==> src/rtl/imm_gen_pipe.sv <==
// imm_gen_pipe: RV32 immediate decoder behind a two-entry valid/ready
// pipeline (output register plus one skid entry), one-cycle latency.
// Also counts delivered illegal-opcode results, saturating at all-ones.
//
// Ports:
//   clk, rst_n          clock, synchronous active-low reset
//   flush               drops both pipeline entries at the next edge
//   in_valid/in_ready   input handshake; in_ready = skid entry empty
//   in_instr            raw 32-bit instruction word
//   out_valid/out_ready output handshake
//   out_imm             sign-extended immediate, XLEN bits
//   out_fmt             0=I 1=S 2=B 3=U 4=J 7=none
//   out_illegal         opcode not in the decode table
//   illegal_cnt         saturating count of illegal results delivered
`timescale 1ns/1ps
module imm_gen_pipe #(
   parameter int unsigned XLEN  = 32,
   parameter int unsigned CNT_W = 16
) (
   input  logic             clk,
   input  logic             rst_n,
   input  logic             flush,
   input  logic             in_valid,
   output logic             in_ready,
   input  logic [31:0]      in_instr,
   output logic             out_valid,
   input  logic             out_ready,
   output logic [XLEN-1:0]  out_imm,
   output logic [2:0]       out_fmt,
   output logic             out_illegal,
   output logic [CNT_W-1:0] illegal_cnt
);

   if ((XLEN != 32) && (XLEN != 64)) begin : g_xlen_check
      $error("imm_gen_pipe: XLEN must be 32 or 64");
   end

   localparam logic [2:0] FMT_I    = 3'd0;
   localparam logic [2:0] FMT_S    = 3'd1;
   localparam logic [2:0] FMT_B    = 3'd2;
   localparam logic [2:0] FMT_U    = 3'd3;
   localparam logic [2:0] FMT_J    = 3'd4;
   localparam logic [2:0] FMT_NONE = 3'd7;

   localparam logic [CNT_W-1:0] CNT_MAX = '1;

   // Combinational decode of the incoming word
   logic [31:0]     dec_imm32;
   logic [XLEN-1:0] dec_imm;
   logic [2:0]      dec_fmt;
   logic            dec_ill;

   always_comb begin
      dec_imm32 = 32'h0;
      dec_fmt   = FMT_NONE;
      dec_ill   = 1'b1;
      case (in_instr[6:0])
         7'b0000011, 7'b0010011, 7'b1100111, 7'b1110011: begin
            dec_imm32 = {{20{in_instr[31]}}, in_instr[31:20]};
            dec_fmt   = FMT_I;
            dec_ill   = 1'b0;
         end
         7'b0011011: begin
            // OP-IMM-32 exists only on RV64
            if (XLEN == 64) begin
               dec_imm32 = {{20{in_instr[31]}}, in_instr[31:20]};
               dec_fmt   = FMT_I;
               dec_ill   = 1'b0;
            end
         end
         7'b0100011: begin
            dec_imm32 = {{20{in_instr[31]}}, in_instr[31:25], in_instr[11:7]};
            dec_fmt   = FMT_S;
            dec_ill   = 1'b0;
         end
         7'b1100011: begin
            dec_imm32 = {{19{in_instr[31]}}, in_instr[31], in_instr[7],
                         in_instr[30:25], in_instr[11:8], 1'b0};
            dec_fmt   = FMT_B;
            dec_ill   = 1'b0;
         end
         7'b0110111, 7'b0010111: begin
            dec_imm32 = {in_instr[31:12], 12'h000};
            dec_fmt   = FMT_U;
            dec_ill   = 1'b0;
         end
         7'b1101111: begin
            dec_imm32 = {{11{in_instr[31]}}, in_instr[31], in_instr[19:12],
                         in_instr[20], in_instr[30:21], 1'b0};
            dec_fmt   = FMT_J;
            dec_ill   = 1'b0;
         end
         7'b0110011: begin
            dec_ill = 1'b0;
         end
         default: begin
            dec_ill = 1'b1;
         end
      endcase
   end

   assign dec_imm = XLEN'($signed(dec_imm32));

   // Pipeline state
   logic             out_valid_q, out_valid_d;
   logic [XLEN-1:0]  out_imm_q,   out_imm_d;
   logic [2:0]       out_fmt_q,   out_fmt_d;
   logic             out_ill_q,   out_ill_d;
   logic             skid_valid_q, skid_valid_d;
   logic [XLEN-1:0]  skid_imm_q,  skid_imm_d;
   logic [2:0]       skid_fmt_q,  skid_fmt_d;
   logic             skid_ill_q,  skid_ill_d;
   logic             in_ready_q,  in_ready_d;
   logic [CNT_W-1:0] cnt_q,       cnt_d;

   logic in_acc;
   logic out_hs;

   // Next-state: skid drains before new input, flush kills both entries
   always_comb begin
      out_valid_d  = out_valid_q;
      out_imm_d    = out_imm_q;
      out_fmt_d    = out_fmt_q;
      out_ill_d    = out_ill_q;
      skid_valid_d = skid_valid_q;
      skid_imm_d   = skid_imm_q;
      skid_fmt_d   = skid_fmt_q;
      skid_ill_d   = skid_ill_q;
      cnt_d        = cnt_q;

      in_acc = in_valid & in_ready_q & ~flush;
      out_hs = out_valid_q & out_ready;

      // Counting happens even in a flush cycle: the result was delivered
      if (out_hs && out_ill_q && (cnt_q != CNT_MAX)) begin
         cnt_d = cnt_q + CNT_W'(1);
      end

      if (flush) begin
         out_valid_d  = 1'b0;
         skid_valid_d = 1'b0;
      end else if (!out_valid_q || out_ready) begin
         if (skid_valid_q) begin
            out_valid_d  = 1'b1;
            out_imm_d    = skid_imm_q;
            out_fmt_d    = skid_fmt_q;
            out_ill_d    = skid_ill_q;
            skid_valid_d = 1'b0;
         end else if (in_acc) begin
            out_valid_d = 1'b1;
            out_imm_d   = dec_imm;
            out_fmt_d   = dec_fmt;
            out_ill_d   = dec_ill;
         end else begin
            out_valid_d = 1'b0;
         end
      end else if (in_acc) begin
         skid_valid_d = 1'b1;
         skid_imm_d   = dec_imm;
         skid_fmt_d   = dec_fmt;
         skid_ill_d   = dec_ill;
      end

      in_ready_d = ~skid_valid_d;
   end

   // State register with synchronous reset
   always_ff @(posedge clk) begin
      if (!rst_n) begin
         out_valid_q  <= 1'b0;
         out_imm_q    <= '0;
         out_fmt_q    <= FMT_NONE;
         out_ill_q    <= 1'b0;
         skid_valid_q <= 1'b0;
         skid_imm_q   <= '0;
         skid_fmt_q   <= FMT_NONE;
         skid_ill_q   <= 1'b0;
         in_ready_q   <= 1'b0;
         cnt_q        <= '0;
      end else begin
         out_valid_q  <= out_valid_d;
         out_imm_q    <= out_imm_d;
         out_fmt_q    <= out_fmt_d;
         out_ill_q    <= out_ill_d;
         skid_valid_q <= skid_valid_d;
         skid_imm_q   <= skid_imm_d;
         skid_fmt_q   <= skid_fmt_d;
         skid_ill_q   <= skid_ill_d;
         in_ready_q   <= in_ready_d;
         cnt_q        <= cnt_d;
      end
   end

   assign in_ready    = in_ready_q;
   assign out_valid   = out_valid_q;
   assign out_imm     = out_imm_q;
   assign out_fmt     = out_fmt_q;
   assign out_illegal = out_ill_q;
   assign illegal_cnt = cnt_q;

endmodule

==> config.mk <==
export PLATFORM = sky130hd
export DESIGN_NAME = imm_gen_pipe
export DESIGN_NICKNAME = d
export VERILOG_FILES = /design/src/rtl/imm_gen_pipe.sv
export SDC_FILE = /design/constraint.sdc
export NUM_CORES = 1
export LEC_CHECK = 0
export CORE_AREA = 2 2 102 104
export DETAILED_ROUTE_END_ITERATION = 16
export DIE_AREA = 0 0 104 106
export PLACE_DENSITY = 0.67
export SYNTH_ARGS = -nofsm -noshare
export SYNTH_HDL_FRONTEND = slang
export SYNTH_SLANG_ARGS = --single-unit
==> constraint.sdc <==
create_clock -name clk -period 1.8 [get_ports clk]
set_input_delay 0.18 -clock clk [delete_from_list [all_inputs] [get_ports clk]]
set_output_delay 0.18 -clock clk [all_outputs]
set_load 0.05 [all_outputs]
---- Word level (Yosys, flattened, before mapping) ----
Cells that the tools add are included.
cells by class
  $add $sub $neg .......................... 1
  bitwise logic cells ..................... 7
  reduce and logical (&&, ||, !) cells .... 11
  multiplexer cells ....................... 14
  equality and inequality tests ........... 11
operator list
  kind                                                              count
  32-bit one-hot mux with 5 select lines                            1
  32-bit 2-to-1 mux                                                 2
  7-bit == test (second input constant)                             4
  7-bit by 6-bit == test with 1-bit output (second input constant)  3
  16-bit by 1-bit adder with 16-bit output (second input constant)  1
  16-bit != test (second input constant)                            1
  3-bit one-hot mux with 5 select lines                             1
  7-bit by 5-bit == test with 1-bit output (second input constant)  2
  10-bit OR reduction                                               1
  1-bit 2-to-1 mux                                                  8
  7-bit by 2-bit == test with 1-bit output (second input constant)  1
  3-bit 2-to-1 mux                                                  2
  3-bit AND reduction                                               2
  1-bit NOT                                                         4
  2-bit OR reduction                                                2
  4-bit OR reduction                                                1
  1-bit AND                                                         3
  1-bit logical AND                                                 2
  2-bit nonzero test                                                1
  1-bit zero test                                                   1
  1-bit logical OR                                                  1
storage, ports and cells
  word-level logic and storage cells ...... 54
  output and inout bits ................... 54
  bits in registers ....................... 91
  bits of input ports ..................... 37

---- Logic depth before layout (Yosys ltp) ----
  depth in word-level cells ............... 6
  mapped depth ............................ 7

---- Worst setup path after synthesis ----
Ideal clock, no wire load.
  kind .................................... flip-flop to flip-flop
  start ................................... register cnt_q[6] (netlist: illegal_cnt[6])
  end ..................................... register cnt_q[3] (netlist: illegal_cnt[3])
  slack ................................... -0.122 ns
  data arrival time ....................... 1.837 ns
  stages on the path, launching flop included .. 6
  library setup time ...................... 0.086 ns
  path buffers ............................ 1
  clock period less this slack ............ 1.922 ns
  cells stage by stage .................... dfxtp_1 -> nand4_1 -> nor4_2 -> buf_2 -> a21oi_1 -> a211oi_1
between the ends
  longest elaborated chain between the ends .. 2
RTL lines
  item                    RTL line  RTL
  start, declared         114       logic [CNT_W-1:0] cnt_q, cnt_d;
  start signal, assigned  190       cnt_q <= cnt_d;
  16-bit != test          135       if (out_hs && out_ill_q && (cnt_q != CNT_MAX)) begin
  1-bit logical AND       135
Every way passes these cells.
A chain may end at the register's enable or synchronous reset.

---- Worst setup path after layout ----
  start ................................... register out_imm_q[31] (netlist: out_imm[31])
  end ..................................... output out_imm[31]
RTL lines
  item                    RTL line  RTL
  start, declared         106       logic [XLEN-1:0] out_imm_q, out_imm_d;
  start signal, assigned  182       out_imm_q <= out_imm_d;
  end, declared           28        output logic [XLEN-1:0] out_imm,
No word-level cell between the ends.

==> results.sh <==
export IMPL_status="completed"
export IMPL_grt_pass1_wl_um=21270
export IMPL_numCtsBuffers=9
export IMPL_path_class="register to primary output"
export IMPL_gp_congestion=0.9118
export IMPL_endpoint_kind="primary output"
export IMPL_synth_top_flop_cell="dfxtp_1"
export IMPL_numPortBuffers=90
export IMPL_netlist_area_um2=4279
export IMPL_r2r_setup_slack_ns=0.16
export IMPL_arrival_ns=1.56
export IMPL_cts_clk_slew_worst_paths_ns=0.10
export IMPL_ys_top_cells_by_area="dfxtp_1, o21ai_0, a21oi_1, a221oi_1, o2bb2ai_1"
export IMPL_post_cts_repair_setup_buffers=0
export IMPL_fin_area_um2=5889
export IMPL_p_leak_uw=0.002060
export IMPL_cpMaxStageDelayCell="clkdlybuf4s50_1"
export IMPL_path_cells="clkdlybuf4s50_1"
export IMPL_min_period_over_period_pct=96.41
export IMPL_design_core_area_um2=10000
export IMPL_fin_crit_ns=1.735
export IMPL_rows=37
export IMPL_hold_viol=0
export IMPL_drt_initial_drc_count=265
export IMPL_yosys_area_top_type="dfxtp_1"
export IMPL_slew_viol_final=0
export IMPL_vias_per_cell=5.869
export IMPL_cp_max_fo=2
export IMPL_ios=91
export IMPL_synth_top_cell_area_share_pct=42.57
export IMPL_multi_input_area_um2=2255
export IMPL_postRouteAntennaNets=0
export IMPL_cp_start_kind="register"
export IMPL_hold_ws_ns=0.4017
export IMPL_cts_htree_levels=3
export IMPL_hold_buffers=0
export IMPL_finalSetupViolations=0
export IMPL_ys_warn_count=0
export IMPL_whs_path_depth=3
export IMPL_worstMarginPinSlew_ns=0.9654
export IMPL_clock_skew_ns=0.01210
export IMPL_grt_pass1_vias=4213
export IMPL_synth_avg_cell_area_um2=8.680
export IMPL_ys_types=64
export IMPL_grt_overflow=0
export IMPL_hp_class="input pin to register"
export IMPL_max_stage_delay_ns=0.82
export IMPL_num_vias=4437
export IMPL_synth_seq_cells=91
export IMPL_antenna_cells=0
export IMPL_final_layout_size_suffix_gt1_share_pct=17.58
export IMPL_grt_start_max_net_pins=43
export IMPL_cts_root_buf="clkbuf_8"
export IMPL_syn_to_final_growth_pct=37.63
export IMPL_fp_dieH_um=106
export IMPL_relSlewSlack_pct=35.57
export IMPL_ir_worst_vdd_v=0.0004740
export IMPL_crit_cells=1
export IMPL_fillers=944
export IMPL_drt_wl_total_um=12870
export IMPL_cts_tree="yes"
export IMPL_yosysSeqAreaShare_pct=42.57
export IMPL_required_ns=1.62
export IMPL_rsz0062_at_grt="no"
export IMPL_mappedNetlistNets=531
export IMPL_syn_inst=493
export IMPL_cap_violations=0
export IMPL_die_area_um2=11020
export IMPL_wl_per_cell_um=17.03
export IMPL_fmax_ghz=0.5763
export IMPL_regArea_um2=1837
export IMPL_critical_path_top_delay_family="buffers and inverters"
export IMPL_synth_edf_count=0
export IMPL_die_w_um=104
export IMPL_dp_hpwl_um=9021
export IMPL_antenna_found_initial=0
export IMPL_reg2reg_depth=4
export IMPL_power_density_nw_per_um2=663.4
export IMPL_grt_util_all_layers_pct=23.54
export IMPL_start_util_pct=42.79
export IMPL_first_pass_iters=5
export IMPL_placed_area_um2=5704
export IMPL_drc=0
export IMPL_clkLatencyLatePin_ns=0.36
export IMPL_synth_async_reset_ratio_pct=0
export IMPL_clock_path_buffers=2
export IMPL_worst_path_buf_inv=1
export IMPL_nNetsFinal=653
export IMPL_clock_sinks=91
## cell type report
type | instances | area share, %
Inverter | 8 | 0.5099
Sequential cell | 91 | 31.19
Clock inverter | 7 | 0.9985
Timing Repair Buffer | 154 | 24.03
Clock buffer | 9 | 2.103
Tap cell | 136 | 2.889
Multi-Input combinational cell | 351 | 38.28
## routing by layer
metal  vias to the layer above  wire (um)  GRT usage, %
met2                       147       6222         39.38
li1                       2147          -             -
met3                        11        718         3.985
met1                      2132       5803         31.77
met5                         -          0             0
met4                         0        128         5.792
## registers in the layout, indices dropped and copies added, names as in the netlist
name,flops
illegal_cnt,16
in_ready,1
out_fmt,3
out_illegal,1
out_imm,32
out_valid,1
skid_fmt_q,3
skid_ill_q,1
skid_imm_q,32
skid_valid_q,1
## per-stage QoR
| stage | utilization, % | TNS (ns) | total power (uW) | std cells | setup WS [ns] |
|---|---|---|---|---|---|
| floorplan | - | 0 | 2358 | 493 | 0.02476 |
| global placement | 57.04 | -10.67 | 2618 | 740 | -0.2598 |
| detailed placement | 57.04 | -13.14 | 2621 | 740 | -0.2888 |
| CTS | 58.78 | 0 | 3930 | 756 | 0.02589 |
| global route | 58.90 | 0 | 4072 | 756 | 0.002717 |
| finish | 58.90 | 0 | 3907 | 756 | 0.06467 |
## worst paths after layout
| kind | startpoint | to |
|---|---|---|
| worst max-delay path | out_imm[31] | out_imm[31] |
| worst min-delay path | in_instr[16] | skid_imm_q[16] |
| worst max register to register | out_valid | out_imm[12] |
| worst min register to register | skid_imm_q[31] | skid_imm_q[31] |
## where the power goes
part | internal [uW] | leakage (uW) | switching (uW)
Sequential | 2040 | 0.000741 | 15.3
Combinational | 226 | 0.00123 | 300
Clock | 527 | 0.0000925 | 802
## what timing repair did
action,in CTS,in global routing
endpoints found under the hold margin,0,0
resized for setup,7,4
endpoints found under the setup margin,7,7
## placed cells by master (no fill, tap or decap), types with 5 or more instances in the layout
master,netlist,layout
clkdlybuf4s50_1,0,81
a32oi_1,6,6
nand3_1,8,8
or4_1,7,7
a221oi_1,19,19
o21bai_1,5,5
dfxtp_1,91,79
a311oi_1,5,5
o31ai_1,6,6
inv_1,7,7
a21oi_1,59,59
o211ai_1,5,5
nand2b_1,6,6
o21ai_0,62,62
o2bb2ai_1,19,19
dlygate4sd2_1,0,7
nor2_1,9,9
clkbuf_8,0,9
a32o_1,7,7
dfxtp_2,0,12
nand4_1,5,5
buf_4,2,61
nand2_1,42,42
nor4_1,10,10
## Yosys cell counts, types with 3 or more instances
cell,n
dfxtp_1,91
o21ai_0,62
a21oi_1,59
nand2_1,42
clkbuf_1,28
a221oi_1,19
o2bb2ai_1,19
buf_2,12
nor4_1,10
nor2_1,9
nand3_1,8
a32o_1,7
inv_1,7
or4_1,7
a32oi_1,6
nand2b_1,6
o31ai_1,6
a311oi_1,5
nand4_1,5
o211ai_1,5
o21bai_1,5
a211oi_1,4
and3_1,4
a21oi_2,3
a31oi_1,3
and4_1,3
mux2i_1,3
nor3_1,3
o21a_1,3
o41ai_1,3
or3_1,3
## tightest hold or removal path: stages
cell             delay (ns)
clkdlybuf4s50_1        0.42
nand2_1                0.06
a21oi_1                0.06
## logic make-up after synthesis
| logic type | Yosys count | share of synthesized area [%] |
|---|---|---|
| fa+ha+maj | 1 | 0.2924 |
| flops | 91 | 42.57 |
| simple gates | 119 | 15.64 |
| buf+inv | 51 | 5.000 |
| compound gates | 226 | 35.32 |
| mux | 4 | 0.9649 |
| xor+xnor | 1 | 0.2047 |
Note: power is estimated with default switching activity, not from simulation.
